File: src/rtl/gsm_sw_pkg.sv
// Shared types for the switch output path: transfer FSM encoding and
// default field widths used by out_xfer_ctrl and its helpers.
package gsm_sw_pkg;

    typedef enum logic [1:0] {
        ST_IDLE = 2'b00,
        ST_XFER = 2'b01,
        ST_DONE = 2'b10
    } xfer_state_t;

    localparam int LEN_W_DEF = 8;
    localparam int PKT_CNT_W = 16;

endpackage

File: src/rtl/out_xfer_ctrl_pri_enc.sv
// Lowest-set-bit priority encoder with any/multi-hot flags, used to pick
// the winning input from the upstream grant vector.
module pri_enc #(
    parameter int N     = 4,
    parameter int LOG_N = 2
) (
    input  logic [N-1:0]     req,
    output logic [LOG_N-1:0] idx,
    output logic             any,
    output logic             multi
);

    // Scan from the top so the lowest set bit is the last one written.
    always_comb begin
        idx = '0;
        for (int i = N - 1; i >= 0; i--) begin
            if (req[i]) begin
                idx = LOG_N'(i);
            end
        end
    end

    assign any   = |req;
    assign multi = |(req & (req - N'(1)));

endmodule

File: src/rtl/out_xfer_ctrl.sv
// Output transfer controller: latches the granted input, streams its packet
// word by word to the output port, then idles one cycle so rr_sch can advance.
module out_xfer_ctrl
    import gsm_sw_pkg::*;
#(
    parameter int NUM_PORT     = 4,
    parameter int LOG_NUM_PORT = 2,
    parameter int DWIDTH       = 32,
    parameter int LEN_W        = LEN_W_DEF
) (
    input  logic                       clk,
    input  logic                       rst_n,
    input  logic                       clr,
    input  logic [NUM_PORT-1:0]        grant,
    output logic                       stall,
    input  logic [NUM_PORT-1:0]        in_valid,
    output logic [NUM_PORT-1:0]        in_ready,
    input  logic [NUM_PORT*DWIDTH-1:0] in_data,
    input  logic [NUM_PORT*LEN_W-1:0]  in_len,
    output logic                       out_valid,
    input  logic                       out_ready,
    output logic [DWIDTH-1:0]          out_data,
    output logic                       out_sop,
    output logic                       out_eop,
    output logic [LOG_NUM_PORT-1:0]    sel_idx,
    output logic                       err_multi,
    output logic [PKT_CNT_W-1:0]       pkt_cnt,
    output xfer_state_t                dbg_state
);

    // Handshake: a word moves on any cycle in XFER where in_valid[sel_idx]
    // and out_ready are both high; in_ready[sel_idx] mirrors out_ready so the
    // upstream FIFO pops exactly when the output accepts.

    xfer_state_t              state_q;
    xfer_state_t              state_d;
    logic [LEN_W-1:0]         rem_q;
    logic [LOG_NUM_PORT-1:0]  sel_q;
    logic                     sop_q;
    logic                     err_q;
    logic [PKT_CNT_W-1:0]     pkt_cnt_q;
    logic [PKT_CNT_W-1:0]     pkt_cnt_nxt;

    logic [LOG_NUM_PORT-1:0]  enc_idx;
    logic                     enc_any;
    logic                     enc_multi;

    logic [DWIDTH-1:0]        data_arr [NUM_PORT];
    logic [LEN_W-1:0]         len_arr  [NUM_PORT];
    logic [LEN_W-1:0]         cap_len;
    logic [LEN_W-1:0]         eff_len;
    logic                     capture;
    logic                     sel_valid;
    logic                     xfer_fire;
    logic                     last_word;

    pri_enc #(
        .N     (NUM_PORT),
        .LOG_N (LOG_NUM_PORT)
    ) u_pri_enc (
        .req   (grant),
        .idx   (enc_idx),
        .any   (enc_any),
        .multi (enc_multi)
    );

    for (genvar k = 0; k < NUM_PORT; k++) begin : g_unflatten
        assign data_arr[k] = in_data[k*DWIDTH +: DWIDTH];
        assign len_arr[k]  = in_len[k*LEN_W +: LEN_W];
    end

    // A zero length still carries the head word, so it counts as one.
    assign cap_len   = len_arr[enc_idx];
    assign eff_len   = (cap_len == '0) ? LEN_W'(1) : cap_len;
    assign capture   = (state_q == ST_IDLE) && enc_any;
    assign sel_valid = in_valid[sel_q];
    assign xfer_fire = (state_q == ST_XFER) && sel_valid && out_ready;
    assign last_word = (rem_q == LEN_W'(1));

    // State register
    always_ff @(posedge clk) begin
        if (!rst_n || clr) begin
            state_q <= ST_IDLE;
        end else begin
            state_q <= state_d;
        end
    end

    // Next-state logic
    always_comb begin
        state_d = state_q;
        case (state_q)
            ST_IDLE: if (enc_any) state_d = ST_XFER;
            ST_XFER: if (xfer_fire && last_word) state_d = ST_DONE;
            ST_DONE: state_d = ST_IDLE;
            default: state_d = ST_IDLE;
        endcase
    end

    // Packet context: captured once in IDLE, consumed during XFER.
    always_ff @(posedge clk) begin
        if (!rst_n || clr) begin
            rem_q <= '0;
            sel_q <= '0;
            sop_q <= 1'b0;
            err_q <= 1'b0;
        end else begin
            err_q <= capture && enc_multi;
            if (capture) begin
                sel_q <= enc_idx;
                rem_q <= eff_len;
                sop_q <= 1'b1;
            end else if (xfer_fire) begin
                rem_q <= rem_q - LEN_W'(1);
                sop_q <= 1'b0;
            end
        end
    end

    // A clr in the same cycle as the final word aborts it, so no count.
    assign pkt_cnt_nxt = (xfer_fire && last_word && !clr) ? pkt_cnt_q + PKT_CNT_W'(1)
                                                          : pkt_cnt_q;

    always_ff @(posedge clk) begin
        if (!rst_n) begin
            pkt_cnt_q <= '0;
        end else begin
            pkt_cnt_q <= pkt_cnt_nxt;
        end
    end

    // Output logic: everything is quiet outside XFER.
    always_comb begin
        in_ready  = '0;
        out_valid = 1'b0;
        out_data  = '0;
        out_sop   = 1'b0;
        out_eop   = 1'b0;
        if (state_q == ST_XFER) begin
            in_ready[sel_q] = out_ready;
            out_valid       = sel_valid;
            out_data        = data_arr[sel_q];
            out_sop         = sop_q;
            out_eop         = last_word;
        end
    end

    assign stall     = (state_q == ST_XFER);
    assign sel_idx   = sel_q;
    assign err_multi = err_q;
    assign pkt_cnt   = pkt_cnt_q;
    assign dbg_state = state_q;

endmodule

File: config.mk
export PLATFORM = sky130hd
export DESIGN_NAME = out_xfer_ctrl
export DESIGN_NICKNAME = d
export VERILOG_FILES = /design/src/rtl/gsm_sw_pkg.sv /design/src/rtl/out_xfer_ctrl_pri_enc.sv /design/src/rtl/out_xfer_ctrl.sv
export SDC_FILE = /design/constraint.sdc
export NUM_CORES = 1
export LEC_CHECK = 0
export ABC_AREA = 1
export BUFFER_PORTS_ARGS = -buffer_cell sky130_fd_sc_hd__buf_4
export CORE_AREA = 2 2 91 93
export DETAILED_ROUTE_END_ITERATION = 12
export DIE_AREA = 0 0 93 95
export MAX_ROUTING_LAYER = met4
export PLACE_DENSITY = 0.76
export SETUP_SLACK_MARGIN = 0.15
export SLEW_MARGIN = 25
export SYNTH_ARGS = -nofsm -noshare
export SYNTH_HDL_FRONTEND = slang
export SYNTH_HIERARCHICAL = 1
export SYNTH_SLANG_ARGS = --single-unit
File: constraint.sdc
create_clock -name clk -period 2 [get_ports clk]
set_input_delay 0.4 -clock clk [delete_from_list [all_inputs] [get_ports clk]]
set_output_delay 0.4 -clock clk [all_outputs]
set_load 0.005 [all_outputs]
== Word level (Yosys, flattened, before mapping) ==
Index checks and enable logic that the tools add are counted.

* Bitwise logic cells: 4
* Multiplexer cells: 27
* Reductions and logical operators: 16
* Magnitude comparators: 4
* Equal/unequal tests: 4
* Add/sub/neg operators: 3

{| class="wikitable"
|+ Operators with widths
! operator !! count
|-
| $mux 32 || 3
|-
| $bmux 32 s2 || 1
|-
| $mux 8 || 5
|-
| $add 16x1->16 const B || 1
|-
| $bmux 8 s2 || 1
|-
| $mux 2 || 6
|-
| $and 4x4->4 || 2
|-
| $eq 8x1->1 const B || 1
|-
| $logic_not 8->1 || 1
|-
| $reduce_or 4->1 || 2
|-
| $sub 8x1->8 const B || 1
|-
| $logic_and 1x1->1 || 7
|-
| $mux 1 || 7
|-
| $ge 3x3->1 const B || 2
|-
| $not 2->3 || 2
|-
| $mux 4 || 1
|-
| $pmux 2 s2 || 1
|-
| $sub 4x1->4 const B || 1
|-
| $lt 2x3->1 const B || 1
|-
| $bmux 1 s2 || 1
|-
| $demux 1 s2 || 1
|-
| $eq 2x1->1 const B || 1
|-
| $ge 2x1->1 const B || 1
|-
| $logic_not 1->1 || 2
|-
| 6 further kinds || 6
|}

* Bits of input ports: 172
* Output and inout bits: 61
* Register bits after elaboration: 30
* Logic and storage cells: 64

== Depth between registers and ports, before layout ==
Gate-level depths: netlist (run 1).

* Depth in word-level cells: 11
* Depth in mapped cells: 15
* Depth with buffers taken out: 13

== By module ==
The synthesis (run 1) kept the hierarchy.

{| class="wikitable"
|+ Modules (own cells, without submodules)
! module !! cells an instance !! instances !! area an instance (um2) !! sequential area each (um2)
|-
| out_xfer_ctrl || 480 || 1 || 2816.5 || 600.6
|-
| pri_enc || 14 || 1 || 60.1 || 0.0
|}

== Worst setup path before layout (run 1) ==
OpenSTA, ideal clock, no wires.

* Path kind: register to output
* Start point: register sel_q[0] (netlist: sel_idx[0])
* End point: output port out_data[10]
* Buffers on the path: 2
* Stages on the path, launching flop included: 6
* Data arrival time: 1319 ps
* Path slack: 281 ps
* Path through: dfxtp_1 buf_4 nor2_1 clkbuf_1 a22oi_1 a31oi_1

* Word-level cells in the longest chain between the ends: 5

{| class="wikitable"
|+ Ends and longest elaborated chain
! what !! line !! RTL
|-
| start: declaration || out_xfer_ctrl.sv:38 || <nowiki>logic [LOG_NUM_PORT-1:0] sel_q;</nowiki>
|-
| start signal: assignment || out_xfer_ctrl.sv:110 || <nowiki>sel_q <= enc_idx;</nowiki>
|-
| $not 2->3 (not written as such) || out_xfer_ctrl.sv:142 || <nowiki>out_data = data_arr[sel_q];</nowiki>
|-
| $bmux 32 s2 || out_xfer_ctrl.sv:142 ||
|-
| $mux 32 (not written as such) (2 in series) || out_xfer_ctrl.sv:142 ||
|-
| $mux 32 || out_xfer_ctrl.sv:139 || <nowiki>if (state_q == ST_XFER) begin</nowiki>
|-
| end: declaration || out_xfer_ctrl.sv:22 || <nowiki>output logic [DWIDTH-1:0] out_data,</nowiki>
|}

Every way passes these cells. The select of a mux whose other input is x is not followed.

== Worst setup path after layout (run 1) ==
* Start point: register sel_q[0] (netlist: sel_idx[0])
* End point: output port out_data[11]

Same word-level chain as after synthesis.

==> metrics, run 1 <==
max-slew violation count 0; Power Dens Cells 412 mW/mm^2; share of the synthesized area in the top cell type between 20% and 30%; H-tree depth 2; Post-synth EDFFs 0; critical path type register to output pin; Syn Inst Count 494; Sw Pwr between 600 and 700 uW; drt initial violations 170; Clock Skew 0.0105 ns; CP Data Required Time roughly 1.6 ns; Worst-path clk slew 0.07 ns; Sink Count 30; n_diodes 0; crit-path leading delay family buffers and inverters; Final WS setup approximately 0.06 ns; Final Cycle Share a little over nine tenths; final hold violations 0; Die Ht approximately 95 um; vias in the first global route between 4k and 5k; Synth area leader dfxtp_1; Seq pwr share a little over a quarter; post-synthesis sequential area ratio between 20% and 30%; initial antenna violation count 0; DIE AREA 0.00884 mm^2; Worst setup SP type register; main area contributors after synthesis dfxtp_1 (21%), nand2_1 (20%), nand3_1 (11%), a22oi_1 (8.4%), a31oi_1 (7.0%); clock network fraction of total power 33.8%; WHS 0.473 ns; post-synthesis sequential element count 30; crit-path max FO 7; Ys Warns 6; P_int about 1.6 mW; Slew Limit Headroom between 60% and 70%; Num CTS Buffers 5; worst path bufs/invs 4; Comb pwr share 39.1%; DRC Markers 0; io pins between 200 and 250; crit-path cells buf_6 > nor2_4 > buf_6 > buf_8 > nand2_2 > a31oi_1 > buf_4; # setup viols final 0; vias post-DR 4548; final WL around 14000 um; Die X roughly 93 um; Finished Layout Cells about 850; Hold-fix buffers, CTS 0; RePlAce Congestion 0.899; Worst Path Arrival about 1.5 ns; ys async rst share 0%; Worst Setup End Kind output pin; leak pwr 2.56 nW; IO buf count approximately 230; synth cell count leaders nand2_1 (153), nand3_1 (62), inv_1 (36), nor2_1 (33); Period minus WS final between 1.5 and 2 ns; GRT Util Overall between 20 and 30%; count of unique library cells instantiated by Yosys 29; cell row count 33; Highest Clock Rate 0.515 GHz; CP dominant cell by count buf_6; RSZ-0062 raised after global routing true; outcome finished, final reports clean; Via density between 5 and 6; VDD IR-drop max roughly 510 uV; slew of the pin with the lowest slew margin between 0.5 and 0.6 ns; share of cells above drive strength 1 roughly 47%; Synth Flop Type dfxtp_1; Switching Share 29.1%; CTS tree built; Worst path slowest cell dfxtp_4; Core Region between 0.007 and 0.008 mm^2; Initial Utilization 36.3%; Clock Path Buffers 2; Max-Cap Viols 0; wire length per cell about 16 um; Clk Latency, worst-skew pair a little under 0.3 ns; Hold Crit Class register to register; 1st-pass router iterations 5; Place WS about 0.15 ns; detailed placement HPWL around 10000 um; syn_nets ~670; global route overflow 0; Layout area overhead 94.1%; Final nets roughly 900; first-pass GRT wire length about 20000 um; largest net degree at the start of global routing 21; Routed Antenna Nets 0; dpl cells roughly 820; Clock Tree Root clkbuf_8; top-count cell post-synth nand2_1; CP peak stage delay ~0.35 ns; Mapped Avg Cell Area 5.82 um^2; Syn Std Cell Area around 0.0029 mm^2
[cells by family (layout without fill, tap and decap cells)]
family                   after synthesis  count (layout)  share of synthesized area, %
AND/OR/NAND/NOR                      269             270                          40.1
AO/OA/AOI/OAI                        108             108                          23.1
buffers and inverters                 67             318                          9.40
flip-flops                            30              30                          20.9
XOR/XNOR                              17              17                          5.18
adder cells (fa/ha/maj)                3               3                          1.31
[power groups by stage]
| stage | clock network (mW) | registers (mW) | logic [mW] |
|---|---|---|---|
| final | 0.777 | 0.624 | 0.898 |
| after detailed placement | 0 | 0.638 | 0.749 |
| after global routing | 0.815 | 0.626 | 0.967 |
| after floorplan | 0 | 0.636 | 0.317 |
| after CTS | 0.783 | 0.624 | 0.824 |
| after global placement | 0 | 0.637 | 0.740 |
[cell usage in the layout (no fill, tap or decap), drive strengths merged]
cell type	n
dfxtp	30
o21ai	14
inv	37
nand3b	1
ha	3
nand4	3
clkinv	2
xor2	13
a21oi	28
clkbuf	6
a22oi	32
buf	271
nand2	156
xnor2	4
a31oi	32
nor2	37
nor3	10
a211oi	1
nand3	63
o211ai	1
bufinv	2
[path summary, 6_finish.rpt]
path / from / end / slack, ns / cells after the start
max: sel_idx[0] / out_data[11] / 0.06 / 7
min: rem_q[1] / rem_q[1] / 0.47 / 2
max reg2reg: sel_idx[0] / pkt_cnt[9] / 0.23 / 13
min reg2reg: rem_q[1] / rem_q[1] / 0.47 / 2
[worst reg2reg max path: stages (launching register included)]
cell     delay (ns)
dfxtp_4        0.35
buf_6          0.12
buf_4          0.17
inv_2          0.07
nand2_1        0.05
nand2_1        0.06
nand2_1        0.07
nand3_2        0.07
buf_4          0.13
nand2_8        0.08
nor3_4         0.18
buf_6          0.17
nand2_1        0.07
a21oi_2        0.11
[cell type report]
class | count | area, um^2
Fill cell | 704 | 2340
Multi-Input combinational cell | 398 | 2360
Sequential cell | 30 | 607
Inverter | 39 | 150
Timing Repair Buffer | 271 | 2190
Clock buffer | 6 | 82.6
Tap cell | 105 | 131
Clock inverter | 2 | 60.1
[sequential cells by signal, summed over array words and instances (netlist names)]
register   cells
pkt_cnt       16
rem_q          8
dbg_state      2
sel_idx        2
err_multi      1
sop_q          1
[per-layer routing]
metal	global-route usage [%]	vias to the layer above	routed length [um]
met4	7.23	0	278
met3	5.59	31	1060
met5	-	-	0
met1	33.9	2124	5340
li1	-	2186	-
met2	50.6	207	7110
[per-stage QoR]
step                utilization, %  setup TNS (ns)  total power, mW  area (um^2)
floorplan                        -               0            0.953         2880
global placement              60.6               0             1.38         4800
detailed placement            60.6               0             1.39         4800
CTS                           66.5               0             2.23         5270
global route                  70.4          -0.177             2.41         5580
finish                        70.4               0             2.30         5580
[what timing repair did]
item / in CTS / in global routing
setup endpoints to repair: 45 / 59
gates resized for setup: 46 / 67
gates cloned: 2 / 2
pin swaps: 17 / 25
endpoints found under the hold margin: 0 / 0
buffers inserted: 13 / 3
Note: power is estimated with default switching activity, not from simulation.
==> run 2, diff against run 1 <==
==> constraint.sdc (replaced) <==
create_clock -name clk -period 1.8 [get_ports clk]
set_input_delay 0.36 -clock clk [delete_from_list [all_inputs] [get_ports clk]]
set_output_delay 0.36 -clock clk [all_outputs]
set_load 0.005 [all_outputs]
==> run 2 against run 1 <==
Sequential share of layout area rose by 0.72 points. Clock power fell by 26%. Global-route usage grew 0.28 points. Worst hold slack about the same. Design area fell by 5.0%. The run now ends with negative setup slack left. Register-to-register slack got worse by 0.08 ns.
==> metrics, run 2 (synthesized netlist as in run 1, its figures left out) <==
Die X just over 90 um; Hold Crit Class register to register; # setup viols final 32; max-slew violation count 0; dpl cells around 830; Initial Utilization 36.3%; 1st-pass router iterations 4; CTS tree built; cell row count 33; leak pwr 2.45 nW; Worst Path Arrival between 1.5 and 2 ns; outcome finished, violations left; crit-path max FO 18; Clock Tree Root clkbuf_8; DIE AREA about 0.0088 mm^2; Hold Path Depth 2; Clock Path Buffers 2; Finished Layout Cells approximately 850; CP peak stage delay 0.35 ns; Max-Cap Viols 0; Die Ht ~95 um; first-pass GRT wire length about 20000 um; detailed placement HPWL 10400 um; wire length per cell around 16 um; slew of the pin with the lowest slew margin around 0.36 ns; crit-path cells buf_6 > nor2_4 > buf_12 > nand2_1 > a31oi_1 > buf_4; io pins 233; global route overflow 0; Worst Setup End Kind output pin; vias in the first global route around 4.2k; vias post-DR between 4k and 5k; drt initial violations 124; Layout area overhead 84.4%; Final WS setup -0.103 ns; Fill cells just over 700; failing checks negative setup slack; final hold violations 0; Reg2Reg Depth 10; Num CTS Buffers 5; Highest Clock Rate around 0.53 GHz; final WL ~14000 um; Place WS between 0.02 and 0.025 ns; Sink Count 30; Clock Skew 0.00586 ns; max FFs per register 16; Power Dens Cells 416 mW/mm^2; Core Region approximately 0.0079 mm^2; Via density between 5 and 6; share of cells above drive strength 1 approximately 45%; Worst path slowest cell dfxtp_2; Worst setup SP type register; initial antenna violation count 1; Clk Latency, worst-skew pair just under 0.3 ns; most frequent cells in the layout buf_4 (257), nand2_1 (149), nand3_1 (62); IO buf count ~230; Routed Antenna Nets 0; CP Data Required Time ~1.4 ns; commonest non-fill, non-tap cell in the layout buf_4; Period minus WS final around 1.9 ns; Final Cycle Share 106%; largest net degree at the start of global routing 27; Hold-fix buffers, CTS 0; RSZ-0062 raised after global routing true; H-tree depth 2; GRT Util Overall around 29%; RePlAce Congestion 0.896; DRC Markers 0; Slew Limit Headroom around three quarters; Final nets 920; Worst-path clk slew 0.07 ns; critical path type register to output pin; VDD IR-drop max approximately 500 uV
==> run 2: layer usage <==
metal  wire (um)  track usage (%)  part of all wire, %  up-vias
li1            -                -                    -     2179
met4         433             11.5                  3.2        0
met3        1360             9.34                   10       38
met5           0                -                    0        -
met1        5090             31.9                   38     2036
met2        6650             49.2                   49      207
==> run 2: worst paths after layout <==
check,startpoint,end,slack (ns)
max,sel_idx[0],out_data[22],-0.10
min,rem_q[1],rem_q[1],0.47
max reg2reg,sel_idx[0],pkt_cnt[11],0.15
min reg2reg,rem_q[1],rem_q[1],0.47
==> run 2: layout make-up <==
| cell class | instances | area, um^2 | share of cell area (%) |
|---|---|---|---|
| multi-input cells | 397 | 2160 | 40.8 |
| repair buffers | 272 | 2150 | 40.5 |
| flip-flops and latches | 30 | 614 | 11.6 |
| inverters | 39 | 156 | 2.95 |
| well taps | 105 | 131 | 2.48 |
| clock buffers | 7 | 86.3 | 1.63 |
| clock inverters | 1 | 5.00 | 0.0944 |
| diodes | 1 | 2.50 | 0.0472 |
==> run 2: critical path, delay by kind of cell, from the launching register on <==
family | cells | cell delay, ns
buf+inv | 3 | 0.46
flops | 1 | 0.35
simple gates | 2 | 0.24
compound gates | 1 | 0.20
==> run 2: where the power goes <==
group	total, mW	switching (mW)	internal, mW
combinational	0.937	0.423	0.513
sequential	0.697	0.0153	0.682
clock	0.575	0.267	0.308
==> run 2: timing repair <==
| item | 4_1_cts | 5_1_grt |
|---|---|---|
| pin swaps | 5 | 2 |
| setup endpoints to repair | 61 | 63 |
| buffers inserted | 11 | 6 |
| gates cloned | 0 | 1 |
| hold endpoints to repair | 0 | 0 |
| gates resized for setup | 39 | 38 |
==> run 2: metrics by stage <==
| step | utilization (%) | setup TNS, ns | hold WS, ns | area, um^2 | total power, mW |
|---|---|---|---|---|---|
| 2_1_floorplan | - | 0 | 0.434 | 2880 | 1.06 |
| 3_3_place_gp | 60.9 | 0 | 0.453 | 4830 | 1.54 |
| 3_5_place_dp | 60.9 | 0 | 0.458 | 4830 | 1.55 |
| 4_1_cts | 64.7 | -1.44 | 0.467 | 5130 | 2.18 |
| 5_1_grt | 66.9 | -3.86 | 0.499 | 5300 | 2.33 |
| 6_report | 66.9 | -1.55 | 0.474 | 5300 | 2.21 |
